## src/rtl/sop_sweep_pkg.sv

```systemverilog
// Shared types and constants for the SOP sweep controller.
package sop_sweep_pkg;
    localparam int unsigned   NUM_VEC     = 16;
    localparam logic [15:0]   GOLDEN_MASK = 16'h4644;

    typedef enum logic [1:0] {
        IDLE,
        DRIVE,
        SAMPLE,
        DONE
    } state_e;
endpackage

```

## src/rtl/sop_sweep_ctrl_if.sv

```systemverilog
// Control/result bundle between the lab top-level and the sweep controller.
interface sop_sweep_ctrl_if;
    import sop_sweep_pkg::*;

    logic                 start;
    logic [NUM_VEC-1:0]   exp_mask;
    logic [3:0]           pqrs;
    logic                 busy;
    logic                 done;
    logic [NUM_VEC-1:0]   result;
    logic                 match;
    logic [4:0]           err_cnt;
    logic [3:0]           first_err_idx;

    modport master (
        output start, exp_mask,
        input  pqrs, busy, done, result, match, err_cnt, first_err_idx
    );

    modport slave (
        input  start, exp_mask,
        output pqrs, busy, done, result, match, err_cnt, first_err_idx
    );
endinterface

```

## src/rtl/sop_sweep_ctrl_eval.sv

```systemverilog
// Gate-level evaluator for t = p q' r' s + r s'.
module sop_eval (
    input  logic p,
    input  logic q,
    input  logic r,
    input  logic s,
    output logic t
);
    logic term_a;
    logic term_b;

    assign term_a = p & ~q & ~r & s;
    assign term_b = r & ~s;
    assign t      = term_a | term_b;
endmodule

```

## src/rtl/sop_sweep_ctrl.sv

```systemverilog
// Sweeps all 16 {p,q,r,s} vectors through sop_eval, captures the truth table
// and scores it against a mask latched at start.
module sop_sweep_ctrl
    import sop_sweep_pkg::*;
#(
    parameter int unsigned SETTLE = 1
) (
    input  logic             clk,
    input  logic             rst,
    sop_sweep_ctrl_if.slave  bus
);
    localparam logic [3:0] SETTLE_M1 = 4'(SETTLE - 1);
    localparam logic [3:0] LAST_VEC  = 4'(NUM_VEC - 1);

    state_e               state_q, state_d;
    logic [3:0]           pqrs_q, pqrs_d;
    logic [3:0]           cnt_q, cnt_d;
    logic [NUM_VEC-1:0]   mask_q, mask_d;
    logic [NUM_VEC-1:0]   result_q, result_d;
    logic                 match_q, match_d;
    logic [4:0]           err_q, err_d;
    logic [3:0]           ferr_q, ferr_d;
    logic                 t;
    logic                 miss;

    sop_eval u_eval (
        .p (pqrs_q[3]),
        .q (pqrs_q[2]),
        .r (pqrs_q[1]),
        .s (pqrs_q[0]),
        .t (t)
    );

    assign miss = (t != mask_q[pqrs_q]);

    always_ff @(posedge clk) begin
        if (rst) begin
            state_q  <= IDLE;
            pqrs_q   <= '0;
            cnt_q    <= '0;
            mask_q   <= '0;
            result_q <= '0;
            match_q  <= 1'b0;
            err_q    <= '0;
            ferr_q   <= '0;
        end else begin
            state_q  <= state_d;
            pqrs_q   <= pqrs_d;
            cnt_q    <= cnt_d;
            mask_q   <= mask_d;
            result_q <= result_d;
            match_q  <= match_d;
            err_q    <= err_d;
            ferr_q   <= ferr_d;
        end
    end

    always_comb begin
        state_d  = state_q;
        pqrs_d   = pqrs_q;
        cnt_d    = cnt_q;
        mask_d   = mask_q;
        result_d = result_q;
        match_d  = match_q;
        err_d    = err_q;
        ferr_d   = ferr_q;

        unique case (state_q)
            IDLE: begin
                if (bus.start) begin
                    result_d = '0;
                    err_d    = '0;
                    ferr_d   = '0;
                    match_d  = 1'b0;
                    mask_d   = bus.exp_mask;
                    pqrs_d   = '0;
                    cnt_d    = '0;
                    state_d  = DRIVE;
                end
            end
            DRIVE: begin
                cnt_d = cnt_q + 4'd1;
                if (cnt_q == SETTLE_M1) state_d = SAMPLE;
            end
            SAMPLE: begin
                result_d[pqrs_q] = t;
                if (miss) begin
                    err_d = err_q + 5'd1;
                    if (err_q == '0) ferr_d = pqrs_q;
                end
                if (pqrs_q == LAST_VEC) begin
                    // Score on entry to DONE so match is already valid while done is high.
                    match_d = (err_d == '0);
                    state_d = DONE;
                end else begin
                    pqrs_d  = pqrs_q + 4'd1;
                    cnt_d   = '0;
                    state_d = DRIVE;
                end
            end
            DONE: begin
                match_d = (err_q == '0);
                pqrs_d  = '0;
                state_d = IDLE;
            end
            default: state_d = IDLE;
        endcase
    end

    assign bus.pqrs          = pqrs_q;
    assign bus.busy          = (state_q == DRIVE) || (state_q == SAMPLE);
    assign bus.done          = (state_q == DONE);
    assign bus.result        = result_q;
    assign bus.match         = match_q;
    assign bus.err_cnt       = err_q;
    assign bus.first_err_idx = ferr_q;
endmodule

```

## src/flat_wrapper.sv

```systemverilog
// flat-port wrapper written by rule: the top's interface ports become plain ports
module sop_sweep_ctrl_flat import sop_sweep_pkg::*;
#(
    parameter int unsigned SETTLE = 1
)
  (clk, rst, bus_start, bus_exp_mask, bus_pqrs, bus_busy, bus_done, bus_result, bus_match, bus_err_cnt, bus_first_err_idx);
  sop_sweep_ctrl_if bus_i ();
  input  logic clk;
  input  logic rst;
  input wire logic [$bits(bus_i.start)-1:0] bus_start;
  input wire logic [$bits(bus_i.exp_mask)-1:0] bus_exp_mask;
  output wire logic [$bits(bus_i.pqrs)-1:0] bus_pqrs;
  output wire logic [$bits(bus_i.busy)-1:0] bus_busy;
  output wire logic [$bits(bus_i.done)-1:0] bus_done;
  output wire logic [$bits(bus_i.result)-1:0] bus_result;
  output wire logic [$bits(bus_i.match)-1:0] bus_match;
  output wire logic [$bits(bus_i.err_cnt)-1:0] bus_err_cnt;
  output wire logic [$bits(bus_i.first_err_idx)-1:0] bus_first_err_idx;
  assign bus_i.start = bus_start;
  assign bus_i.exp_mask = bus_exp_mask;
  assign bus_pqrs = bus_i.pqrs;
  assign bus_busy = bus_i.busy;
  assign bus_done = bus_i.done;
  assign bus_result = bus_i.result;
  assign bus_match = bus_i.match;
  assign bus_err_cnt = bus_i.err_cnt;
  assign bus_first_err_idx = bus_i.first_err_idx;
  sop_sweep_ctrl #(.SETTLE(SETTLE)) u_core (.clk(clk), .rst(rst), .bus(bus_i));
endmodule
```

## config.mk

```make
export PLATFORM = sky130hd
export DESIGN_NAME = sop_sweep_ctrl_flat
export DESIGN_NICKNAME = d
export VERILOG_FILES = /design/src/rtl/sop_sweep_pkg.sv /design/src/rtl/sop_sweep_ctrl_if.sv /design/src/rtl/sop_sweep_ctrl_eval.sv /design/src/rtl/sop_sweep_ctrl.sv /design/src/flat_wrapper.sv
export SDC_FILE = /design/constraint.sdc
export NUM_CORES = 1
export LEC_CHECK = 0
export ABC_AREA = 1
export CAP_MARGIN = 30
export CORE_UTILIZATION = 57
export DETAILED_ROUTE_END_ITERATION = 10
export DONT_BUFFER_PORTS = 1
export PLACE_DENSITY_LB_ADDON = 0.08
export SETUP_SLACK_MARGIN = 0.5
export SYNTH_ARGS = -nofsm -noshare
export SYNTH_HDL_FRONTEND = slang
export SYNTH_SLANG_ARGS = --single-unit
```

## constraint.sdc

```tcl
create_clock -name clk -period 1.8 [get_ports clk]
set_input_delay 0 -clock clk [delete_from_list [all_inputs] [get_ports clk]]
set_output_delay 0 -clock clk [all_outputs]
set_load 0.05 [all_outputs]
```

==> flow_summary.ini <==
[yosys]
avgSynthCellArea_um2 = 6.81
synth_top_area_share_pct = 38.2
ys_warn_count = 0
ys_seq_area_share_pct = 38.2
synth_async_sr_flop_share_pct = 0
syn_nets = 431
synth_edf_count = 0
yosys.area.top_type = dfxtp_1
ys_types = 24
synth-main-ff-cell = dfxtp_1
synth.area.top_cells = dfxtp_1 (38%), nand2_1 (14%), a21oi_1 (8.1%)
ys_ff_latch = 52
syn_area_mm2 = 0.00272
postSynthCellCount = 400

[route]
top_layer_used = met4
antenna_left = 0
drc_errors = 2
wl_per_cell_um = 21.3
wl_met3_um = 1120
drt_wl_total_um = 10900
drtIter0Drc = 422
via_per_inst = 6.33
wl_met2_um = 5160
vias = 3240
firstDrtPassIters = 8
drt-met1-wl_um = 4000

[die]
placementRows = 24
chipHeight_um = 71.1
initial_core_util_pct = 60.9
die_w_um = 71.1
num_io_pins = 51
coreArea_mm2 = 0.00447
dieArea_mm2 = 0.00506

[worst_hold_path]
hold_class = input port to flop

[global_routing]
antenna_found_initial = 0
grt_pass1_wl_um = 13400
track_usage_pct = 34.0
grt_start_max_net_pins = 33
gr-total-overflow = 0
grt_pass1_vias = 2812

[setup_path]
cp_slowest_cell = dfxtp_4
endpoint_kind = flop
crit_chain = inv_8, nand2_1, nand3_2, nand2_1, nand2_2, nand2_4, inv_4, nand2_4, nand2_4, nand2_8, nand2_1, o21ai_1, inv_1, nand3_1, a21oi_2
r2r_cells = 15
r2r-start = u_core.bus.pqrs[0]
cp_max_fo = 11
required_ns = 2.02
worstSetupPathType = flop to flop
r2r_slack_ns = -0.10
crit_end = u_core.bus.match
crit_path_max_incr_delay_ns = 0.45
startpoint_type = flop
arrival_ns = 2.12
worstSetupStartpoint = u_core.bus.pqrs[0]
r2r-end = u_core.bus.match

[clock_network]
cts.sinks = 52
cts-root-buf = clkbuf_8
tritoncts = yes
cts_buffers = 5
clk_pin_slew_worst_paths_ns = 0.11
clock_path_buffers = 2
ctsHtreeMaxLevel = 2
clkLatencyLatePin_ns = 0.32

[timing]
finClkSkew_ns = 0.0120
finalSetupViolCount = 8
slew_headroom_pct = 44.2
period_share_pct = 106
fin_setup_tns_ns = -0.571
max_freq_mhz = 525
finalHoldViolations = 0
worst_slack_ns = -0.103
maxSlewViolCount = 0
worst_slew_pin_slew_ns = 0.835
rsz0062_at_grt = true
period_needed_ns = 1.90

[power_and_ir_drop]
p_leak_uw = 0.00168
vdd_drop_max_mv = 1.10
powerDensity_mw_per_mm2 = 1180
p_total_uw = 4780

[place]
gp_congestion = 0.818
place_hpwl_um = 4230
post-place-ws_ns = 0.0808
numPortBuffers = 0

[outcome]
violations = design-rule violations, negative setup slack
status = complete, but fails checks

[cells_and_area]
drive_gt1_share_pct = 40.2
nNetsFinal = 490
n_antenna_cell = 0
syn_to_final_growth_pct = 48.8

[run]
maxCapViolCount = 0
## registers in the layout (all words and copies together), names as in the netlist
register	count
u_core.bus.result	16
u_core.bus.match	1
u_core.bus.pqrs	4
u_core.bus.err_cnt	5
u_core.state_q	2
u_core.cnt_q	4
u_core.mask_q	16
u_core.bus.first_err_idx	4
## critical path: cells and delay by family (launching register included)
family	cells	cell delay, ns
flip-flops	1	0.45
AND/OR/NAND/NOR	10	0.94
buffers and inverters	3	0.22
AO/OA/AOI/OAI	2	0.18
## layer usage
layer / vias up / global-route usage (%)
li1: 1390 / -
met1: 1520 / 40.9
met2: 259 / 59.4
met3: 71 / 6.13
met4: 0 / 14.9
met5: - / 0
## report_power, final
part | switching (uW) | internal [uW] | total [uW]
clock network | 437 | 696 | 1130
registers | 97.6 | 1290 | 1390
logic | 1380 | 878 | 2260
total | 1920 | 2870 | 4780
## placed cells by master, fill, tap and decap left out
cell type	netlist	final
nand2_1	103	63
dfxtp_1	52	44
inv_1	51	37
buf_4	4	37
a21oi_1	44	36
nand2_2	6	35
nor2_1	30	21
dlygate4sd3_1	0	17
o21ai_0	39	16
o21ai_1	3	13
nand2_4	3	12
o21ai_2	0	12
a21oi_2	5	12
nand3_2	0	10
nor2_4	1	9
nand3_1	19	9
ha_1	12	9
inv_4	0	7
inv_2	1	7
buf_12	0	7
xor2_1	5	5
clkbuf_8	0	5
buf_6	1	5
dfxtp_2	0	4
dfxtp_4	0	4
nor2_2	2	3
bufinv_16	0	3
inv_8	0	2
nand2_8	0	2
nand4_1	2	2
ha_4	0	2
clkbuf_16	0	2
o21ai_4	0	1
nor3_4	0	1
a211oi_1	1	1
nor3_1	2	1
a21oi_4	0	1
a31oi_1	1	1
ha_2	0	1
buf_16	0	1
## cell families (layout without fill, tap and decap cells)
| group | Yosys count | in the layout | share of synthesized area (%) |
|---|---|---|---|
| AND/OR/NAND/NOR | 168 | 168 | 26.1 |
| AO/OA/AOI/OAI | 93 | 93 | 17.9 |
| buffers and inverters | 70 | 130 | 10.6 |
| flip-flops | 52 | 52 | 38.2 |
| adder cells (fa/ha/maj) | 12 | 12 | 5.51 |
| XOR/XNOR | 5 | 5 | 1.61 |
## timing repair
action	4_1_cts	5_1_grt
cloned	2	2
setup endpoints to repair	52	52
buffers inserted	22	6
endpoints found under the hold margin	44	0
resized for setup	67	70
hold buffers	18	0
pin swaps	55	30
## Yosys cell counts, types with 4 or more instances
library cell  number
xor2_1             5
nor2_1            30
ha_1              12
o21ai_0           39
dfxtp_1           52
buf_4              4
inv_1             51
nand3_1           19
nand2_2            6
a21oi_2            5
nand2_1          103
a21oi_1           44
clkbuf_1          11
## final cells by class
| cell class | count | area, um^2 |
|---|---|---|
| multi-input cells | 278 | 1810 |
| flip-flops and latches | 52 | 1060 |
| repair buffers | 69 | 722 |
| fillers | 169 | 424 |
| inverters | 52 | 225 |
| clock inverters | 3 | 90.1 |
| clock buffers | 5 | 68.8 |
| well taps | 52 | 65.1 |
| repair inverters | 1 | 6.26 |
## metrics by stage
stage	utilization [%]	instances	hold slack, ns	instance area (um^2)
after floorplan	-	400	0.193	2870
after global placement	66.1	454	0.0658	2960
after detailed placement	66.1	454	0.0681	2960
after CTS	84.0	504	0.123	3760
after global routing	90.5	512	0.0586	4050
final	90.5	512	0.0531	4050
## how the worst min path moves through the flow
stage	start	endpoint	slack, ns	cells past startpoint
finish	bus_start	u_core.mask_q[10]	0.05	3
global route	bus_start	u_core.mask_q[11]	0.06	3
CTS	bus_start	u_core.state_q[0]	0.12	4
detailed placement	rst	u_core.state_q[1]	0.07	1
global placement	rst	u_core.state_q[1]	0.07	1
floorplan	bus_exp_mask[0]	u_core.mask_q[0]	0.19	2
No activity file was read; power rests on OpenSTA's default activity.
